[config.mk]
export PLATFORM = sky130hd
export DESIGN_NAME = m_uart_rx_loader_flat
export DESIGN_NICKNAME = d
export VERILOG_FILES = /design/src/rtl/uart_pkg.sv /design/src/rtl/m_uart_rx_loader_if.sv /design/src/rtl/m_uart_rx.sv /design/src/rtl/m_uart_rx_loader.sv /design/src/flat_wrapper.sv
export SDC_FILE = /design/constraint.sdc
export NUM_CORES = 1
export LEC_CHECK = 0
export ABC_AREA = 1
export CORE_ASPECT_RATIO = 0.9
export CORE_MARGIN = 2
export CORE_UTILIZATION = 29
export DETAILED_ROUTE_END_ITERATION = 16
export PLACE_DENSITY = 0.53
export RECOVER_POWER = 100
export SYNTH_ARGS = -nofsm -noshare
export SYNTH_HDL_FRONTEND = slang
export SYNTH_SLANG_ARGS = --single-unit
[constraint.sdc]
create_clock -name CLK -period 4.2 [get_ports CLK]
set_input_delay 0.84 -clock CLK [delete_from_list [all_inputs] [get_ports CLK]]
set_output_delay 0.84 -clock CLK [all_outputs]
set_load 0.02 [all_outputs]
[src/rtl/uart_pkg.sv]
// UART shared definitions: frame size, default bit period
// and receiver state encodings.
package uart_pkg;

  localparam int UART_DATA_BITS = 8;
  localparam int UART_WAIT_DIV  = 1000;

  localparam logic [2:0] RX_IDLE  = 3'd0;
  localparam logic [2:0] RX_START = 3'd1;
  localparam logic [2:0] RX_DATA  = 3'd2;
  localparam logic [2:0] RX_STOP  = 3'd3;
  localparam logic [2:0] RX_BREAK = 3'd4;

endpackage

[src/rtl/m_uart_rx_loader_if.sv]
// Byte-memory write port driven by the UART loader.
interface m_uart_rx_loader_if #(
  parameter int ADDR_W = 10
);

  logic              WE;
  logic [ADDR_W-1:0] WADDR;
  logic [7:0]        WDATA;

  modport master (
    output WE,
    output WADDR,
    output WDATA
  );

  modport slave (
    input WE,
    input WADDR,
    input WDATA
  );

endinterface

[src/rtl/m_uart_rx.sv]
// 8N1 UART receiver: 2-FF synchroniser, mid-bit sampling FSM,
// VALID/FERR strobes in the stop-bit sample cycle.
module m_uart_rx
  import uart_pkg::*;
#(
  parameter int WAIT_DIV = UART_WAIT_DIV
) (
  input  logic                      CLK,
  input  logic                      RST,
  input  logic                      RXD,
  output logic [UART_DATA_BITS-1:0] DOUT,
  output logic                      VALID,
  output logic                      FERR,
  output logic                      BUSY
);

  localparam logic [31:0] HALF = 32'(WAIT_DIV / 2 - 1);
  localparam logic [31:0] FULL = 32'(WAIT_DIV - 1);
  localparam logic [2:0]  LAST_BIT = 3'(UART_DATA_BITS - 1);

  logic                      rx_m;
  logic                      rx_s;
  logic [2:0]                state;
  logic [2:0]                nstate;
  logic [31:0]               cnt;
  logic [2:0]                bitn;
  logic [UART_DATA_BITS-1:0] shreg;
  logic                      last;

  assign last = (cnt == FULL);
  assign DOUT = shreg;

  always_comb begin
    nstate = state;
    VALID  = 1'b0;
    FERR   = 1'b0;
    unique case (state)
      RX_IDLE:
        if (!rx_s) nstate = RX_START;
      RX_START:
        if (cnt == HALF) nstate = rx_s ? RX_IDLE : RX_DATA;
      RX_DATA:
        if (last && bitn == LAST_BIT) nstate = RX_STOP;
      RX_STOP:
        if (last) begin
          nstate = rx_s ? RX_IDLE : RX_BREAK;
          VALID  = rx_s;
          FERR   = !rx_s;
        end
      RX_BREAK:
        if (rx_s) nstate = RX_IDLE;
      default:
        nstate = RX_IDLE;
    endcase
  end

  always_ff @(posedge CLK) begin
    if (RST) begin
      rx_m  <= 1'b1;
      rx_s  <= 1'b1;
      state <= RX_IDLE;
      BUSY  <= 1'b0;
      cnt   <= '0;
      bitn  <= '0;
      shreg <= '0;
    end else begin
      rx_m  <= RXD;
      rx_s  <= rx_m;
      state <= nstate;
      BUSY  <= (nstate != RX_IDLE);
      // counter restarts on every state change and every bit boundary
      if (nstate != state || last || state == RX_IDLE)
        cnt <= '0;
      else
        cnt <= cnt + 32'd1;
      if (state == RX_START) begin
        bitn <= '0;
      end else if (state == RX_DATA && last) begin
        shreg <= {rx_s, shreg[UART_DATA_BITS-1:1]};
        bitn  <= bitn + 3'd1;
      end
    end
  end

endmodule

[src/rtl/m_uart_rx_loader.sv]
// UART receive path writing each good byte to consecutive
// memory addresses, wrapping after MAX_ADDR.
module m_uart_rx_loader
  import uart_pkg::*;
#(
  parameter int WAIT_DIV = UART_WAIT_DIV,
  parameter int ADDR_W   = 10,
  parameter int MAX_ADDR = 1023
) (
  input  logic               CLK,
  input  logic               RST,
  input  logic               RXD,
  m_uart_rx_loader_if.master mem,
  output logic               FERR,
  output logic               BUSY
);

  localparam logic [ADDR_W-1:0] LAST_ADDR = ADDR_W'(MAX_ADDR);

  logic [UART_DATA_BITS-1:0] dout;
  logic                      valid;
  logic                      ferr_s;

  m_uart_rx #(
    .WAIT_DIV (WAIT_DIV)
  ) u_rx (
    .CLK   (CLK),
    .RST   (RST),
    .RXD   (RXD),
    .DOUT  (dout),
    .VALID (valid),
    .FERR  (ferr_s),
    .BUSY  (BUSY)
  );

  always_ff @(posedge CLK) begin
    if (RST) begin
      mem.WE    <= 1'b0;
      mem.WADDR <= '0;
      mem.WDATA <= '0;
      FERR      <= 1'b0;
    end else begin
      mem.WE <= valid;
      FERR   <= ferr_s;
      if (valid) mem.WDATA <= dout;
      // address moves on only after the write has been presented
      if (mem.WE)
        mem.WADDR <= (mem.WADDR == LAST_ADDR) ? '0 : mem.WADDR + 1'b1;
    end
  end

endmodule

[src/flat_wrapper.sv]
// flat-port wrapper written by rule: the top's interface ports become plain ports
module m_uart_rx_loader_flat import uart_pkg::*;
#(
  parameter int WAIT_DIV = UART_WAIT_DIV,
  parameter int ADDR_W   = 10,
  parameter int MAX_ADDR = 1023
)
  (CLK, RST, RXD, FERR, BUSY, mem_WE, mem_WADDR, mem_WDATA);
  m_uart_rx_loader_if #(.ADDR_W(ADDR_W)) mem_i ();
  input  logic CLK;
  input  logic RST;
  input  logic RXD;
  output logic FERR;
  output logic BUSY;
  output wire logic [$bits(mem_i.WE)-1:0] mem_WE;
  output wire logic [$bits(mem_i.WADDR)-1:0] mem_WADDR;
  output wire logic [$bits(mem_i.WDATA)-1:0] mem_WDATA;
  assign mem_WE = mem_i.WE;
  assign mem_WADDR = mem_i.WADDR;
  assign mem_WDATA = mem_i.WDATA;
  m_uart_rx_loader #(.WAIT_DIV(WAIT_DIV), .ADDR_W(ADDR_W), .MAX_ADDR(MAX_ADDR)) u_core (.CLK(CLK), .RST(RST), .RXD(RXD), .mem(mem_i), .FERR(FERR), .BUSY(BUSY));
endmodule
==> Yosys cells after proc, flatten, opt, wreduce, memory -nomap -nowiden <==
Cells that the tools add are included.
{ "op_classes": {"n_eq_ne": 9, "muxes": 11, "addsub": 3, "n_reduce_logical": 11, "bitwise": 3} }
{ "op_table": {"columns": ["operator", "n"], "rows": [
  ["$add A32 B1 Y32 const B", 1],
  ["$eq A32 B10 Y1 const B", 1],
  ["$eq A32 B9 Y1 const B", 1],
  ["$mux W3", 6],
  ["$pmux W3 S5", 1],
  ["$add A10 B1 Y10 const B", 1],
  ["$eq A10 B10 Y1 const B", 1],
  ["$mux W10", 1],
  ["$eq A3 B2 Y1 const B", 2],
  ["$eq A3 B3 Y1 const B", 2],
  ["$reduce_or A2 Y1", 2],
  ["$add A3 B1 Y3 const B", 1],
  ["$eq A3 B1 Y1 const B", 1],
  ["$logic_not A3 Y1", 1],
  ["$ne A3 B3 Y1", 1],
  ["$not A1 Y1", 3],
  ["$reduce_bool A3 Y1", 1],
  ["$reduce_or A3 Y1", 1],
  ["$logic_and A1 B1 Y1", 2],
  ["$logic_or A1 B1 Y1", 2],
  ["$mux W1", 2],
  ["$mux W2", 1],
  ["$reduce_and A2 Y1", 1],
  ["$logic_not A1 Y1", 1]
]} }
{ "word_totals": {"wordCells": 48, "inputBits": 3, "register_bits": 69, "output_inout_bits": 21} }

==> Depth between registers and ports, before layout <==
Gate-level depths: netlist of run 1.
{ "depth": {"ltp_word": 8, "ltp_mapped": 13, "mapped_depth_nobuf": 12} }

==> By module <==
From an unflattened synthesis of run 1, not the netlist that was laid out.
{ "hier_totals": {"cells_unflattened": 458, "hier_area_um2": 3408.3} }
{ "modules_own_cells": {"columns": ["mod", "cells_per_inst", "n_inst", "area_each_um2", "seq_area_each_um2"], "rows": [
  ["m_uart_rx", 350, 1, 2598.7, 980.9],
  ["m_uart_rx_loader", 108, 1, 809.5, 400.4]
]} }

==> Worst setup path before layout of run 1 <==
Ideal clock, no wire load.
{ "synth_timing": {"path_kind": "reg-to-reg", "from": "register u_core.u_rx.cnt[0]", "to": "register u_core.u_rx.cnt[15]", "setup_slack_ns": 2.570, "path_stages_with_launch": 12, "arrival_time_ns": 1.514, "setup_time_ns": 0.116, "required_ns": 4.084, "synth_period_minus_slack_ns": 1.630, "n_path_buf": 1, "cell_sequence": "dfxtp_1 ha_1 nand3_1 nor2_1 nand3_1 nor2_4 nor2_1 nor2_1 o21ai_1 nand2_2 buf_6 nor2_1"} }
{ "synth_between": {"elab_chain_cells": 8, "word_cells_on_any_way": 12, "classes_between": "1 x add/sub; 3 x eq/ne; 4 x mux; 4 x reduce/logical"} }
{ "synth_rtl": {"columns": ["item", "line", "source"], "rows": [
  ["start: declaration", "m_uart_rx.sv:25", "logic [31:0] cnt;"],
  ["start signal: assignment", "m_uart_rx.sv:75", "cnt <= cnt + 32'd1;"],
  ["$eq A32 B10 Y1", "m_uart_rx.sv:30", "assign last = (cnt == FULL);"],
  ["$logic_and A1 B1 Y1", "m_uart_rx.sv:43", "if (last && bitn == LAST_BIT) nstate = RX_STOP;"],
  ["$mux W3", "m_uart_rx.sv:43", null],
  ["$pmux W3 S5", "m_uart_rx.sv:37", "unique case (state)"],
  ["$ne A3 B3 Y1", "m_uart_rx.sv:72", "if (nstate != state || last || state == RX_IDLE)"],
  ["$logic_or A1 B1 Y1 (2 in a row)", "m_uart_rx.sv:72", null],
  ["$reduce_or A2 Y1 (no line)", null, null]
]} }
Several ways; a longest one is shown, not always the timed one.
A chain may end at the register's enable or synchronous reset.

==> Final worst setup path of run 1 <==
{ "layout_timing": {"from": "input RST", "to": "register u_core.u_rx.cnt[15]"} }
{ "layout_between": {"elab_chain_cells": 1} }
{ "layout_rtl": {"columns": ["item", "line", "source"], "rows": [
  ["start: declaration", "flat_wrapper.sv:11", "input logic RST;"],
  ["$reduce_or A2 Y1 (no line)", null, null]
]} }
No other way between the ends.

==> results.py, run 1 <==
metrics = {
    "die": {
        "io_pins": 24,
        "die-area_um2": 12500,
        "num_rows": 37,
        "start_util_pct": 29.5,
        "die_h_um": 106,
        "core_um2": 11400,
        "die_x_um": 117,
    },
    "worst_setup_path": {
        "crit_path_end_kind": "flip-flop",
        "crit_type": "in -> reg",
        "required_ns": 4.44,
        "cp_max_fo": 32,
        "arrival_ns": 2.90,
        "setup.worst_path.start_class": "input pin",
    },
    "timing": {
        "rsz0062_at_grt": "no",
        "finalHoldViolations": 0,
        "fin_hold_ws_ns": 0.407,
        "max_freq_mhz": 377,
        "fin_crit_sh_pct": 63.2,
        "setup_viol_count_final": 0,
        "finalClockSkew_ns": 0.00629,
        "slew_viol_final": 0,
        "fin_setup_tns_ns": 0,
        "worstMarginPinSlew_ns": 1.13,
        "period_minus_slack_ns": 2.65,
        "slew_headroom_pct": 24.8,
    },
    "power_and_ir_drop": {
        "fin_total_pwr_mw": 1.45,
        "vdd_drop_max_mv": 0.140,
        "power_density_nw_per_um2": 361,
        "leakage_nw": 1.51,
    },
    "synthesis": {
        "syn_area_per_cell_um2": 6.98,
        "ys_ff_latch": 69,
        "synth_area_leaders": "dfxtp_1 41%, nor2_1 11%, nand2_1 8.8%",
        "synth-seq-area-share_pct": 41.1,
        "yosysTopAreaCell": "dfxtp_1",
        "syn_area_um2": 3360,
        "syn_nets": 489,
        "synth_cells": 482,
        "yosys_warnings": 0,
        "yosys.cell_types.count": 29,
        "synth_top_area_share_pct": 41.1,
    },
    "min_path": {
        "hp-class": "reg -> reg",
    },
    "cells_and_area": {
        "drive_gt1_share_pct": 5.27,
        "layout_common_cells": "104 x nor2_1, 80 x nand2_1, 74 x inv_1",
        "n_antenna_cell": 0,
        "area_growth_pct": 19.2,
        "finalNetCount": 514,
        "multi_input_area_um2": 1630,
        "nFillCells": 1236,
        "seqCellArea_um2": 1380,
        "final_common_cell": "nor2_1",
    },
    "cts": {
        "clock_path_buffers": 2,
        "numClockSinks": 69,
        "post_cts_buffers": 0,
        "cts.repair.resized": 0,
        "cts_made_buffers": 9,
        "clk_latency_ns": 0.34,
        "ctsRootBufferMaster": "clkbuf_16",
        "htreeDepth": 3,
        "path_clk_slew_ns": 0.05,
        "cts_tree": "built",
        "cts_hold_buffers": 0,
    },
    "global_route": {
        "grt_pass1_vias": 2749,
        "grt-ovfl-total": 0,
        "grt_pass1_wl_mm": 12.6,
        "grt_max_degree": 33,
        "track_usage_pct": 12.6,
        "antenna_found_initial": 0,
    },
    "job": {
        "drv_cap": 0,
    },
    "status": {
        "status": "completed",
    },
    "drt": {
        "vias_per_cell": 4.35,
        "wl_mm": 7.28,
        "vias": 2909,
        "drtIter0Drc": 180,
        "drc_errors": 0,
        "wl_per_cell_um": 10.9,
        "first_pass_iters": 4,
        "ant_nets": 0,
    },
    "placed_design": {
        "hpwl_mm": 5.34,
        "gp_congestion": 0.838,
        "port_buffers": 23,
    },
}
## sequential cells by signal, indices dropped and copies added (netlist names)
| signal | count |
|---|---|
| u_core.u_rx.bitn | 3 |
| u_core.u_rx.BUSY | 1 |
| u_core.mem.WADDR | 10 |
| u_core.u_rx.state | 3 |
| u_core.FERR | 1 |
| u_core.u_rx.cnt | 32 |
| u_core.u_rx.rx_m | 1 |
| u_core.mem.WE | 1 |
| u_core.u_rx.rx_s | 1 |
| u_core.mem.WDATA | 8 |
| u_core.u_rx.DOUT | 8 |
## power by group
| part | total [mW] | internal (mW) | switching, mW |
|---|---|---|---|
| logic | 0.0228 | 0.00707 | 0.0157 |
| registers | 0.658 | 0.657 | 0.00173 |
| clock network | 0.764 | 0.462 | 0.302 |
## through the flow
step | worst slack (ns) | utilization (%) | cell area, um2 | cells
finish | 1.55 | 35.2 | 4010 | 668
global route | 1.24 | 35.2 | 4010 | 668
CTS | 1.76 | 35.3 | 4020 | 668
detailed placement | 1.41 | 32.7 | 3720 | 652
global placement | 1.53 | 32.7 | 3720 | 652
floorplan | 2.57 | - | 3360 | 482
## synth_stat cells
master / count
nand3_2: 2
nand4_1: 10
nor2_1: 103
buf_4: 1
nor4_2: 1
inv_1: 74
nor3_1: 14
buf_6: 3
nand3b_1: 4
buf_2: 2
clkbuf_1: 3
o21ai_1: 2
a211oi_1: 3
xnor2_1: 11
and2_1: 2
dfxtp_1: 69
nor3b_1: 1
nor2_2: 4
or2_2: 4
nand2_2: 2
xor2_1: 18
nand3_1: 22
nor2_4: 1
a2bb2oi_1: 1
o21ai_0: 21
nand2_1: 79
ha_1: 4
nor4_1: 2
a21oi_1: 19
## final timing paths
| kind | startpoint | endpoint | slack (ns) | cells past startpoint |
|---|---|---|---|---|
| worst max-delay path | RST | u_core.u_rx.cnt[15] | 1.55 | 4 |
| worst min-delay path | u_core.u_rx.rx_m | u_core.u_rx.rx_s | 0.41 | 1 |
| worst max register to register | u_core.u_rx.cnt[0] | u_core.u_rx.cnt[15] | 1.56 | 10 |
| worst min register to register | u_core.u_rx.rx_m | u_core.u_rx.rx_s | 0.41 | 1 |
## kinds of logic after synthesis
family | Yosys count | share of synthesized area [%]
and+or+nand+nor | 251 | 32.6
DFF | 69 | 41.1
AOI/OAI and AO/OA | 46 | 7.18
buffers and inverters | 83 | 10.1
xor gates and xnor gates | 29 | 7.55
adders and majority gates | 4 | 1.49
## area by class of cell
type / count / area share, %
Clock buffer: 9 / 5.62
Clock inverter: 7 / 1.84
Inverter: 74 / 6.93
Multi-Input combinational cell: 330 / 40.5
Sequential cell: 69 / 34.5
Tap cell: 156 / 4.87
Timing Repair Buffer: 23 / 5.74
## critical path, cell delays in order
cell	delay [ns]
dlygate4sd3_1	0.74
nor4_1	0.34
nand2_1	0.68
nor2_1	0.29
## routing by layer
metal / up-vias / global-route usage, % / part of all wire, %
met4: 0 / 5.42 / 1.5
li1: 1560 / - / -
met1: 1292 / 16.9 / 51
met2: 50 / 18.9 / 43
met3: 7 / 3.38 / 4.6
met5: - / 0 / 0
No activity file was read; power rests on OpenSTA's default activity.
==> run 2, diff against run 1 <==
--- a/config.mk
+++ b/config.mk
@@ -10,7 +10,7 @@
 export CORE_MARGIN = 2
 export CORE_UTILIZATION = 29
 export DETAILED_ROUTE_END_ITERATION = 16
-export PLACE_DENSITY = 0.53
+export PLACE_DENSITY = 0.55
 export RECOVER_POWER = 100
 export SYNTH_ARGS = -nofsm -noshare
 export SYNTH_HDL_FRONTEND = slang
==> constraint.sdc (replaced) <==
create_clock -name CLK -period 2.2 [get_ports CLK]
set_input_delay 0.44 -clock CLK [delete_from_list [all_inputs] [get_ports CLK]]
set_output_delay 0.44 -clock CLK [all_outputs]
set_load 0.02 [all_outputs]
==> results.py, run 2 (synthesized netlist as in run 1, its figures left out) <==
metrics = {
    "cts": {
        "path_clk_slew_ns": 0.06,
        "cts_tree": "built",
        "clock_path_buffers": 2,
        "clk_latency_ns": 0.33,
        "numClockSinks": 69,
        "ctsRootBufferMaster": "clkbuf_16",
        "htreeDepth": 3,
        "cts_made_buffers": 9,
    },
    "worst_setup_path": {
        "crit_family": "buffers and inverters",
        "required_ns": 1.76,
        "critical_path.max_stage_delay_ns": 0.72,
        "setup.worst_path.start_class": "flip-flop",
        "crit_buf_inv": 1,
        "crit_chain": "dlygate4sd3_1",
        "crit_path_end_kind": "output port",
        "rrSetupSlack_ns": 0.29,
        "arrival_ns": 1.50,
        "cp_max_fo": 7,
        "cp_slowest_cell": "dlygate4sd3_1",
        "crit_type": "reg -> out",
    },
    "global_route": {
        "grt_pass1_wl_mm": 12.8,
        "track_usage_pct": 12.6,
        "grt-ovfl-total": 0,
        "grt_max_degree": 33,
        "grt_pass1_vias": 2804,
        "antenna_found_initial": 0,
    },
    "timing": {
        "max_freq_mhz": 516,
        "slew_headroom_pct": 62.6,
        "rsz0062_at_grt": "no",
        "fin_crit_sh_pct": 88.2,
        "setup_viol_count_final": 0,
        "slew_viol_final": 0,
        "finalHoldViolations": 0,
        "setup_ws_ns": 0.260,
        "fin_setup_tns_ns": 0,
        "period_minus_slack_ns": 1.94,
        "fin_hold_ws_ns": 0.413,
        "finalClockSkew_ns": 0.00571,
        "worstMarginPinSlew_ns": 0.561,
    },
    "drt": {
        "wl_per_cell_um": 10.8,
        "vias": 2931,
        "drc_errors": 0,
        "ant_nets": 0,
        "wl_mm": 7.26,
        "drtIter0Drc": 124,
        "first_pass_iters": 5,
        "vias_per_cell": 4.37,
    },
    "cells_and_area": {
        "largest_register_ffs": 32,
        "regMostFlops": "u_core.u_rx.cnt",
        "fin_cells": 671,
        "layout_common_cells": "103 x nor2_1, 79 x nand2_1, 74 x inv_1",
        "top_regs": "u_core.u_rx.cnt (32), u_core.mem.WADDR (10)",
        "final_area_um2": 4060,
        "finalNetCount": 517,
        "n_antenna_cell": 0,
        "drive_gt1_share_pct": 6.21,
        "final_common_cell": "nor2_1",
        "area_growth_pct": 20.6,
        "final_util_pct": 35.6,
    },
    "power_and_ir_drop": {
        "leakage_nw": 1.52,
        "fin_total_pwr_mw": 2.79,
        "vdd_drop_max_mv": 0.305,
        "power_density_nw_per_um2": 688,
    },
    "job": {
        "drv_cap": 0,
    },
    "die": {
        "start_util_pct": 29.5,
        "die-area_um2": 12500,
        "num_rows": 37,
        "die_h_um": 106,
        "die_x_um": 117,
        "core_um2": 11400,
        "io_pins": 24,
    },
    "placed_design": {
        "hpwl_mm": 5.37,
        "port_buffers": 23,
        "dpl_worst_slack_ns": 0.213,
        "dp_cells": 655,
        "gp_congestion": 0.898,
        "placed_area_um2": 3750,
    },
    "status": {
        "status": "completed",
    },
    "min_path": {
        "hp-class": "reg -> reg",
    },
}
[run 2: power by group]
group | internal, mW | leakage, nW | total [mW] | switching [mW]
registers | 1.25 | 0.556 | 1.26 | 0.00316
logic | 0.0153 | 0.819 | 0.0456 | 0.0303
clock network | 0.916 | 0.145 | 1.49 | 0.571
[run 2: final timing paths]
| check | start | to | cells after the start |
|---|---|---|---|
| setup / recovery | u_core.mem.WE | mem_WE | 1 |
| hold / removal | u_core.u_rx.rx_m | u_core.u_rx.rx_s | 1 |
| setup reg to reg | u_core.u_rx.cnt[0] | u_core.mem.WDATA[7] | 8 |
| hold reg to reg | u_core.u_rx.rx_m | u_core.u_rx.rx_s | 1 |
[run 2: per-layer routing]
layer	up-vias	GRT usage [%]	routed length, um
met5	-	0	0
met4	0	7.06	121
met3	9	2.04	185
met2	40	19.6	3210
met1	1322	16.7	3740
li1	1560	-	-
[run 2: cell type report]
cell class                 count  area [um2]
clock inverter                 6        71.3
tap                          156         195
fill                        1277        7330
timing repair buffer          26         250
clock buffer                  10         239
sequential                    69        1380
inverter                      74         278
multi-input combinational    330        1640
[run 2: repair_timing]
action / CTS / global route
gates resized for setup: 0 / 2
hold buffers: 0 / 0
buffers inserted: 0 / 0
endpoints found under the setup margin: 0 / 33
==> run 3, diff against run 2 <==
--- a/config.mk
+++ b/config.mk
@@ -15,3 +15,4 @@
 export SYNTH_ARGS = -nofsm -noshare
 export SYNTH_HDL_FRONTEND = slang
 export SYNTH_SLANG_ARGS = --single-unit
+export TNS_END_PERCENT = 20
==> results of run 3 <==
Final layout, timing and power as in run 2 (identical DEF).
